File: src/rtl/note_track_sequencer.sv
// rtl/note_track_sequencer.sv - chart ROM fetch, chunk load and tempo shift sequencer for the note-track shifter
//
// Purpose:
//   Plays a chart of chart_len chunks of WIDTH bits back to back into an external
//   WIDTH-bit shifter. Each chunk is loaded with a one-cycle active-low load strobe.
//   The sequencer then issues WIDTH shift strobes spaced TICKS_PER_SHIFT clocks apart.
//   While the current chunk plays, the next chunk is prefetched from the sync ROM.
//
// Ports:
//   clock       in   system clock, rising edge
//   reset       in   synchronous active-high reset
//   start       in   begin playback (only honoured in IDLE)
//   pause       in   level, freezes the tempo tick counter while playing
//   chart_len   in   number of chunks, latched on accepted start
//   chart_addr  out  chart ROM address (registered)
//   chart_data  in   chart ROM data, valid one clock after chart_addr
//   load_val    out  chunk presented to the shifter parallel load
//   load_n      out  active-low one-cycle load strobe
//   shift       out  one-cycle shift strobe
//   shift_in    out  shifter serial input, tied low
//   busy        out  high whenever not IDLE
//   done        out  one-cycle pulse at end of chart
//   chunk_idx   out  index of chunk currently in the shifter
//   step_idx    out  shifts issued within the current chunk

module note_track_sequencer #(
  parameter int WIDTH           = 100,
  parameter int TICKS_PER_SHIFT = 833333,
  parameter int ADDR_W          = 6,
  parameter int STEP_W          = 7
) (
  input  logic              clock,
  input  logic              reset,
  input  logic              start,
  input  logic              pause,
  input  logic [ADDR_W-1:0] chart_len,
  output logic [ADDR_W-1:0] chart_addr,
  input  logic [WIDTH-1:0]  chart_data,
  output logic [WIDTH-1:0]  load_val,
  output logic              load_n,
  output logic              shift,
  output logic              shift_in,
  output logic              busy,
  output logic              done,
  output logic [ADDR_W-1:0] chunk_idx,
  output logic [STEP_W-1:0] step_idx
);

  localparam int TICK_W = (TICKS_PER_SHIFT > 1) ? $clog2(TICKS_PER_SHIFT) : 1;
  localparam logic [TICK_W-1:0] TICK_LAST = TICK_W'(TICKS_PER_SHIFT - 1);
  localparam logic [STEP_W-1:0] STEP_LAST = STEP_W'(WIDTH - 1);

  typedef enum logic [2:0] {
    S_IDLE,
    S_PRIME,
    S_FILL,
    S_LOAD,
    S_RUN,
    S_FIN
  } state_t;

  state_t state, state_nxt;

  logic [TICK_W-1:0] tick;
  logic [ADDR_W-1:0] len_q;
  logic [ADDR_W-1:0] next_chunk;
  logic [WIDTH-1:0]  chunk_buf;
  logic              pf_a, pf_b;   // prefetch pipeline: address issued, ROM data arriving
  logic              tick_last;
  logic              step_last;
  logic              more_chunks;
  logic              shift_fire;

  assign next_chunk  = chunk_idx + 1'b1;
  assign more_chunks = (next_chunk < len_q);
  assign tick_last   = (tick == TICK_LAST);
  assign step_last   = (step_idx == STEP_LAST);
  // A paused tick never fires, so a shift can only come from a counted clock.
  assign shift_fire  = (state == S_RUN) && !pause && tick_last;
  assign shift_in    = 1'b0;

  always_ff @(posedge clock) begin
    if (reset) begin
      state <= S_IDLE;
    end else begin
      state <= state_nxt;
    end
  end

  always_comb begin
    state_nxt = state;
    load_n    = 1'b1;
    shift     = 1'b0;
    busy      = 1'b1;
    done      = 1'b0;
    case (state)
      S_IDLE: begin
        busy = 1'b0;
        if (start) begin
          state_nxt = (chart_len != '0) ? S_PRIME : S_FIN;
        end
      end
      S_PRIME: state_nxt = S_FILL;
      S_FILL:  state_nxt = S_LOAD;
      S_LOAD: begin
        load_n    = 1'b0;
        state_nxt = S_RUN;
      end
      S_RUN: begin
        if (shift_fire) begin
          shift = 1'b1;
          if (step_last) begin
            state_nxt = more_chunks ? S_LOAD : S_FIN;
          end
        end
      end
      S_FIN: begin
        done      = 1'b1;
        state_nxt = S_IDLE;
      end
      default: state_nxt = S_IDLE;
    endcase
  end

  always_ff @(posedge clock) begin
    if (reset) begin
      chart_addr <= '0;
      chunk_idx  <= '0;
      step_idx   <= '0;
      tick       <= '0;
      len_q      <= '0;
      load_val   <= '0;
      chunk_buf  <= '0;
      pf_a       <= 1'b0;
      pf_b       <= 1'b0;
    end else begin
      pf_a <= (state == S_LOAD) && more_chunks;
      pf_b <= pf_a;
      if (pf_b) begin
        chunk_buf <= chart_data;
      end

      // load_val is updated on the edge entering LOAD so it is stable during the strobe.
      if (state_nxt == S_LOAD) begin
        load_val <= (state == S_FILL) ? chart_data : chunk_buf;
      end

      case (state)
        S_IDLE: begin
          if (start) begin
            len_q      <= chart_len;
            chart_addr <= '0;
            chunk_idx  <= '0;
            step_idx   <= '0;
            tick       <= '0;
          end
        end
        S_FILL: chunk_buf <= chart_data;
        S_LOAD: begin
          tick     <= '0;
          step_idx <= '0;
          if (more_chunks) begin
            chart_addr <= next_chunk;
          end
        end
        S_RUN: begin
          if (!pause) begin
            if (tick_last) begin
              tick <= '0;
              if (!step_last) begin
                step_idx <= step_idx + 1'b1;
              end else if (more_chunks) begin
                chunk_idx <= next_chunk;
              end
            end else begin
              tick <= tick + 1'b1;
            end
          end
        end
        default: ;
      endcase
    end
  end

endmodule

File: config.mk
export PLATFORM = sky130hd
export DESIGN_NAME = note_track_sequencer
export DESIGN_NICKNAME = d
export VERILOG_FILES = /design/src/rtl/note_track_sequencer.sv
export SDC_FILE = /design/constraint.sdc
export NUM_CORES = 1
export LEC_CHECK = 0
export BUFFER_PORTS_ARGS = -buffer_cell sky130_fd_sc_hd__buf_2
export CORE_ASPECT_RATIO = 1.2
export CORE_UTILIZATION = 55
export CTS_CLUSTER_DIAMETER = 120
export DETAILED_ROUTE_END_ITERATION = 10
export GPL_TIMING_DRIVEN = 0
export PLACE_DENSITY = 0.8
export RECOVER_POWER = 25
export SETUP_SLACK_MARGIN = 0.1
export SKIP_LAST_GASP = 1
export SYNTH_ARGS = -nofsm -noshare
export SYNTH_HDL_FRONTEND = slang
export SYNTH_SLANG_ARGS = --single-unit
File: constraint.sdc
create_clock -name clock -period 3 [get_ports clock]
set_input_delay 0.15 -clock clock [delete_from_list [all_inputs] [get_ports clock]]
set_output_delay 0.15 -clock clock [all_outputs]
set_load 0.01 [all_outputs]
## After elaboration in Yosys (flattened, before gate mapping)

Index checks and enable logic that the tools add are counted.

| word-level totals | value |
|---|---|
| register bits | 250 |
| input port bits | 110 |
| logic and storage cells | 74 |

| operators by class | value |
|---|---|
| $add $sub $neg | 3 |
| $lt $le $gt $ge | 1 |
| eq/ne operators | 15 |
| multiplexer cells | 30 |
| reduce and logical (&&, ||, !) cells | 15 |

Operators by type and width:

| cell | number |
|---|---|
| $mux W100 | 3 |
| $mux W20 | 3 |
| $pmux W20 S3 | 1 |
| $mux W6 | 5 |
| $mux W7 | 4 |
| $pmux W6 S2 | 2 |
| $pmux W7 S3 | 1 |
| $add A20 B1 Y20 const B | 1 |
| $eq A20 B20 Y1 const B | 1 |
| $mux W3 | 5 |
| $pmux W3 S5 | 1 |
| $ne A2 B2 Y1 const B | 7 |
| $eq A3 B2 Y1 const B | 3 |
| $add A7 B1 Y7 const B | 1 |
| $eq A7 B7 Y1 const B | 1 |
| $add A6 B1 Y6 const B | 1 |
| $eq A3 B3 Y1 const B | 2 |
| $lt A6 B6 Y1 | 1 |
| $reduce_and A3 Y1 | 2 |
| $reduce_and A6 Y1 | 1 |
| $reduce_bool A2 Y1 | 3 |
| $reduce_bool A6 Y1 | 1 |
| $mux W1 | 5 |
| $reduce_and A5 Y1 | 1 |
| 6 further kinds | 8 |

## Longest topological paths before layout

| depth | value |
|---|---|
| word-level depth | 7 |
| depth in mapped cells | 11 |

## Least setup slack after synthesis

Ideal clock, no wire load.

| timing path | value |
|---|---|
| path type | register to register |
| start point | register chunk_idx[0] |
| end point | register load_val[24] |
| setup time | 87 ps |
| arrival | 2642 ps |
| data required time | 2913 ps |
| slack | 271 ps |
| stages on the path, launching flop included | 12 |
| buffers on the path | 2 |
| clock period less this slack | 2729 ps |
| cell sequence | dfxtp_1 -> ha_1 -> nand3_1 -> xnor2_1 -> ha_1 -> o21a_1 -> a21oi_1 -> nand4_1 -> or2_1 -> buf_6 -> buf_6 -> a221oi_2 |

| between the ends | value |
|---|---|
| longest elaborated chain between the ends | 7 |

RTL lines:

| element | RTL line | RTL |
|---|---|---|
| from (decl) | 45 | `output logic [ADDR_W-1:0] chunk_idx,` |
| from (signal assigned) | 173 | `chunk_idx <= next_chunk;` |
| $add A6 B1 Y6 | 74 | `assign next_chunk = chunk_idx + 1'b1;` |
| $lt A6 B6 Y1 | 75 | `assign more_chunks = (next_chunk < len_q);` |
| $mux W3 | 113 | `state_nxt = more_chunks ? S_LOAD : S_FIN;` |
| $mux W3 | 112 | `if (step_last) begin` |
| $mux W3 | 110 | `if (shift_fire) begin` |
| $pmux W3 S5 | 96 | `case (state)` |
| $eq A3 B2 Y1 | 144 | `if (state_nxt == S_LOAD) begin` |
| to (signal assigned) | 145 | `load_val <= (state == S_FILL) ? chart_data : chunk_buf;` |
| to (decl) | 39 | `output logic [WIDTH-1:0] load_val,` |

No other way between the ends.
A chain may end at the register's enable or synchronous reset.

## Worst setup path in the final report

| timing path | value |
|---|---|
| start point | register chunk_idx[2] |
| end point | register load_val[36] |

Same word-level chain as after synthesis.

==> qor.yml <==
synthesis:
  synthTopCellsByArea: "dfxtp_1 (45%), a221oi_2 (12%), mux2i_1 (9.1%)"
  synthesis.nets: 1323
  yosysWarnings: 0
  synth_top_area_share: 0.448
  synth_top_cell_by_area: "dfxtp_1"
  synth_area_um2: 11200
  synth_edf_count: 0
  synth_cell_types: 61
  yosysMostFrequentCell: "dfxtp_1"
  syn_inst: 1204
  synthArstFlopShare: 0
  ys_seq_area_frac: 0.448
  synth-seq-cells: 250
  syn_avg_cell_area_um2: 9.28
  ys_top_cells_by_count: "dfxtp_1 (250), nand2_1 (232), nor2_1 (132), a21oi_1 (122), mux2i_1 (102)"
  synth_flop_cell: "dfxtp_1"
grt:
  gr-total-overflow: 0
  grt_pass1_wl_um: 53500
  track_usage: 0.319
  antenna_found_initial: 1
  grt_max_degree: 14
  grt_pass1_vias: 10600
drt:
  drc_errors: 0
  first_pass_iters: 8
  antenna_left: 0
  avgViaCountPerCell: 5.82
  vias: 10800
  dr.first_iter.drc_count: 564
  drt-wirelength-per-cell_um: 18.5
  wl_um: 34300
worst_setup_path:
  cp-end-kind: "register"
  crit_cells: 10
  setup.worst_path.start: "chunk_idx[2]"
  crit_type: "reg -> reg"
  cp-start-kind: "register"
  path_cells: "and3_4 -> xor2_2 -> ha_1 -> a211o_1 -> a21oi_4 -> nand4_1 -> or2_4 -> buf_8 -> buf_6 -> a221oi_4"
  crit_family: "compound AO/OA/AOI/OAI gates"
  cp_num_buf_inv: 2
  path_max_fanout: 10
  critPathMaxStageDelay_ns: 0.39
  cp.required_ns: 3.42
  worstRegToRegCells: 10
  arrival_ns: 3.25
  critPathSlowestCell: "dfxtp_4"
  regToRegStartpoint: "chunk_idx[2]"
finish:
  layout.nets: 1696
  ff_latch_area_um2: 5010
  fillers: 1363
  drive_gt1_frac: 0.203
  finish.utilization: 0.747
  area.growth.synth_to_final_pct: 31.7
  multi_input_area_um2: 5730
timing:
  maxSlewHeadroom: 0.414
  maxSlewViolCount: 0
  rsz0062_at_grt: "yes"
  min_period_over_period: 0.941
  hold_viol_final: 0
  finClkSkew_ns: 0.0113
  period_minus_slack_ns: 2.82
  postLayoutSetupSlackWorst_ns: 0.176
  fmax_ghz: 0.354
  worstMarginPinSlew_ns: 0.879
  setup_viol: 0
clock_tree:
  clockRootBuffer: "clkbuf_16"
  clock-sinks: 250
  numCtsBuffers: 26
  clk-insertion-delay-late_ns: 0.53
  cts_tree: "built"
  htree_levels: 1
  clockBufferDepth: 3
  path_clk_slew_ns: 0.06
floorplan:
  start_util: 0.567
  die-width_um: 132
  dieArea_um2: 20900
  rows: 56
  fp.coreArea_um2: 19700
  io_pins: 234
  die_h_um: 158
place:
  routabilityCongestion: 0.853
  io_buffers: 232
  dpl_worst_slack_ns: -0.229
  dp_hpwl_um: 21400
min_path:
  hold_path_class: "in -> reg"
  hold_depth: 5
  worstHoldStart: "start"
run_status:
  status: "completed"
pwr:
  irDropWorstVdd_mv: 0.448
  leakagePower_uw: 0.00512
  p_per_area_nw_per_um2: 693
run:
  drv_cap: 0
cells by family (layout without fill, tap and decap cells):
logic type / Yosys count / after routing / share of synthesized area
buf+inv: 113 / 506 / 0.0488
other cells: 1 / 2 / 0.000336
compound gates: 271 / 271 / 0.217
flops: 250 / 250 / 0.448
simple gates: 435 / 435 / 0.167
xor+xnor: 23 / 23 / 0.0180
mux: 102 / 102 / 0.0914
fa+ha+maj: 9 / 9 / 0.0101
layout by cell type, fill, tap and decap left out, drive strengths merged, types with 4 or more instances in the layout:
master         n
mux2i        102
nand2b         4
xor2           4
a211oi        11
ha             9
clkbuf       210
or4            5
a21oi        122
buf          170
a22o           4
or2            4
dfxtp        250
o21ai          7
inv           12
dlygate4sd3  107
nand2        233
xnor2         19
a221oi       100
nor2         134
a2111oi        6
and3           4
nand3         14
nand4          8
per-layer routing:
metal | global-route usage | share of wire | vias to the layer above
li1 | - | - | 5037
met1 | 0.364 | 0.38 | 5163
met2 | 0.568 | 0.50 | 463
met3 | 0.0419 | 0.059 | 160
met4 | 0.198 | 0.061 | 0
met5 | 0 | 0 | -
sequential cells by signal (all words and copies together) (netlist names):
signal      flops
chunk_buf     100
load_val      100
tick           20
step_idx        7
chart_addr      6
chunk_idx       6
len_q           6
state           3
pf_a            1
pf_b            1
tightest hold or removal path: stages:
cell	delay (ns)
buf_2	0.10
nand2b_1	0.13
nor2_2	0.12
nand2_1	0.08
a21oi_1	0.05
worst paths after layout:
kind / end / slack [ns]
setup / recovery: load_val[36] / 0.18
hold reg to reg: pf_b / 0.44
hold / removal: len_q[2] / 0.15
setup reg to reg: load_val[36] / 0.18
layout make-up:
type	count	area share
Timing Repair Buffer	345	0.147
Sequential cell	250	0.341
Multi-Input combinational cell	841	0.389
Inverter	12	0.00306
Tap cell	261	0.0222
Clock buffer	41	0.0556
Antenna cell	1	0.000170
Buffer	101	0.0344
Clock inverter	7	0.00765
through the flow:
stage	instances	hold slack (ns)	total power [uW]	setup TNS (ns)	cell area, um2
floorplan	1204	0.286	5800	0	11200
global placement	1697	0.402	6540	-12.17	12700
detailed placement	1697	0.408	6620	-18.52	12700
CTS	1852	0.137	10200	0	14700
global route	1859	0.181	10600	0	14700
finish	1859	0.147	10200	0	14700
power breakdown:
group	total, uW	internal [uW]	switching [uW]
logic	2750	1040	1710
registers	4000	3750	247
clock network	3460	2120	1330
timing repair:
| item | 4_1_cts | 5_1_grt |
|---|---|---|
| buffers inserted | 0 | 6 |
| endpoints found under the hold margin | 112 | 0 |
| endpoints found under the setup margin | 104 | 110 |
| resized for setup | 9 | 15 |
| pin swaps | 0 | 7 |
| hold buffers | 107 | 0 |
Power figures use the tool's default switching activity.
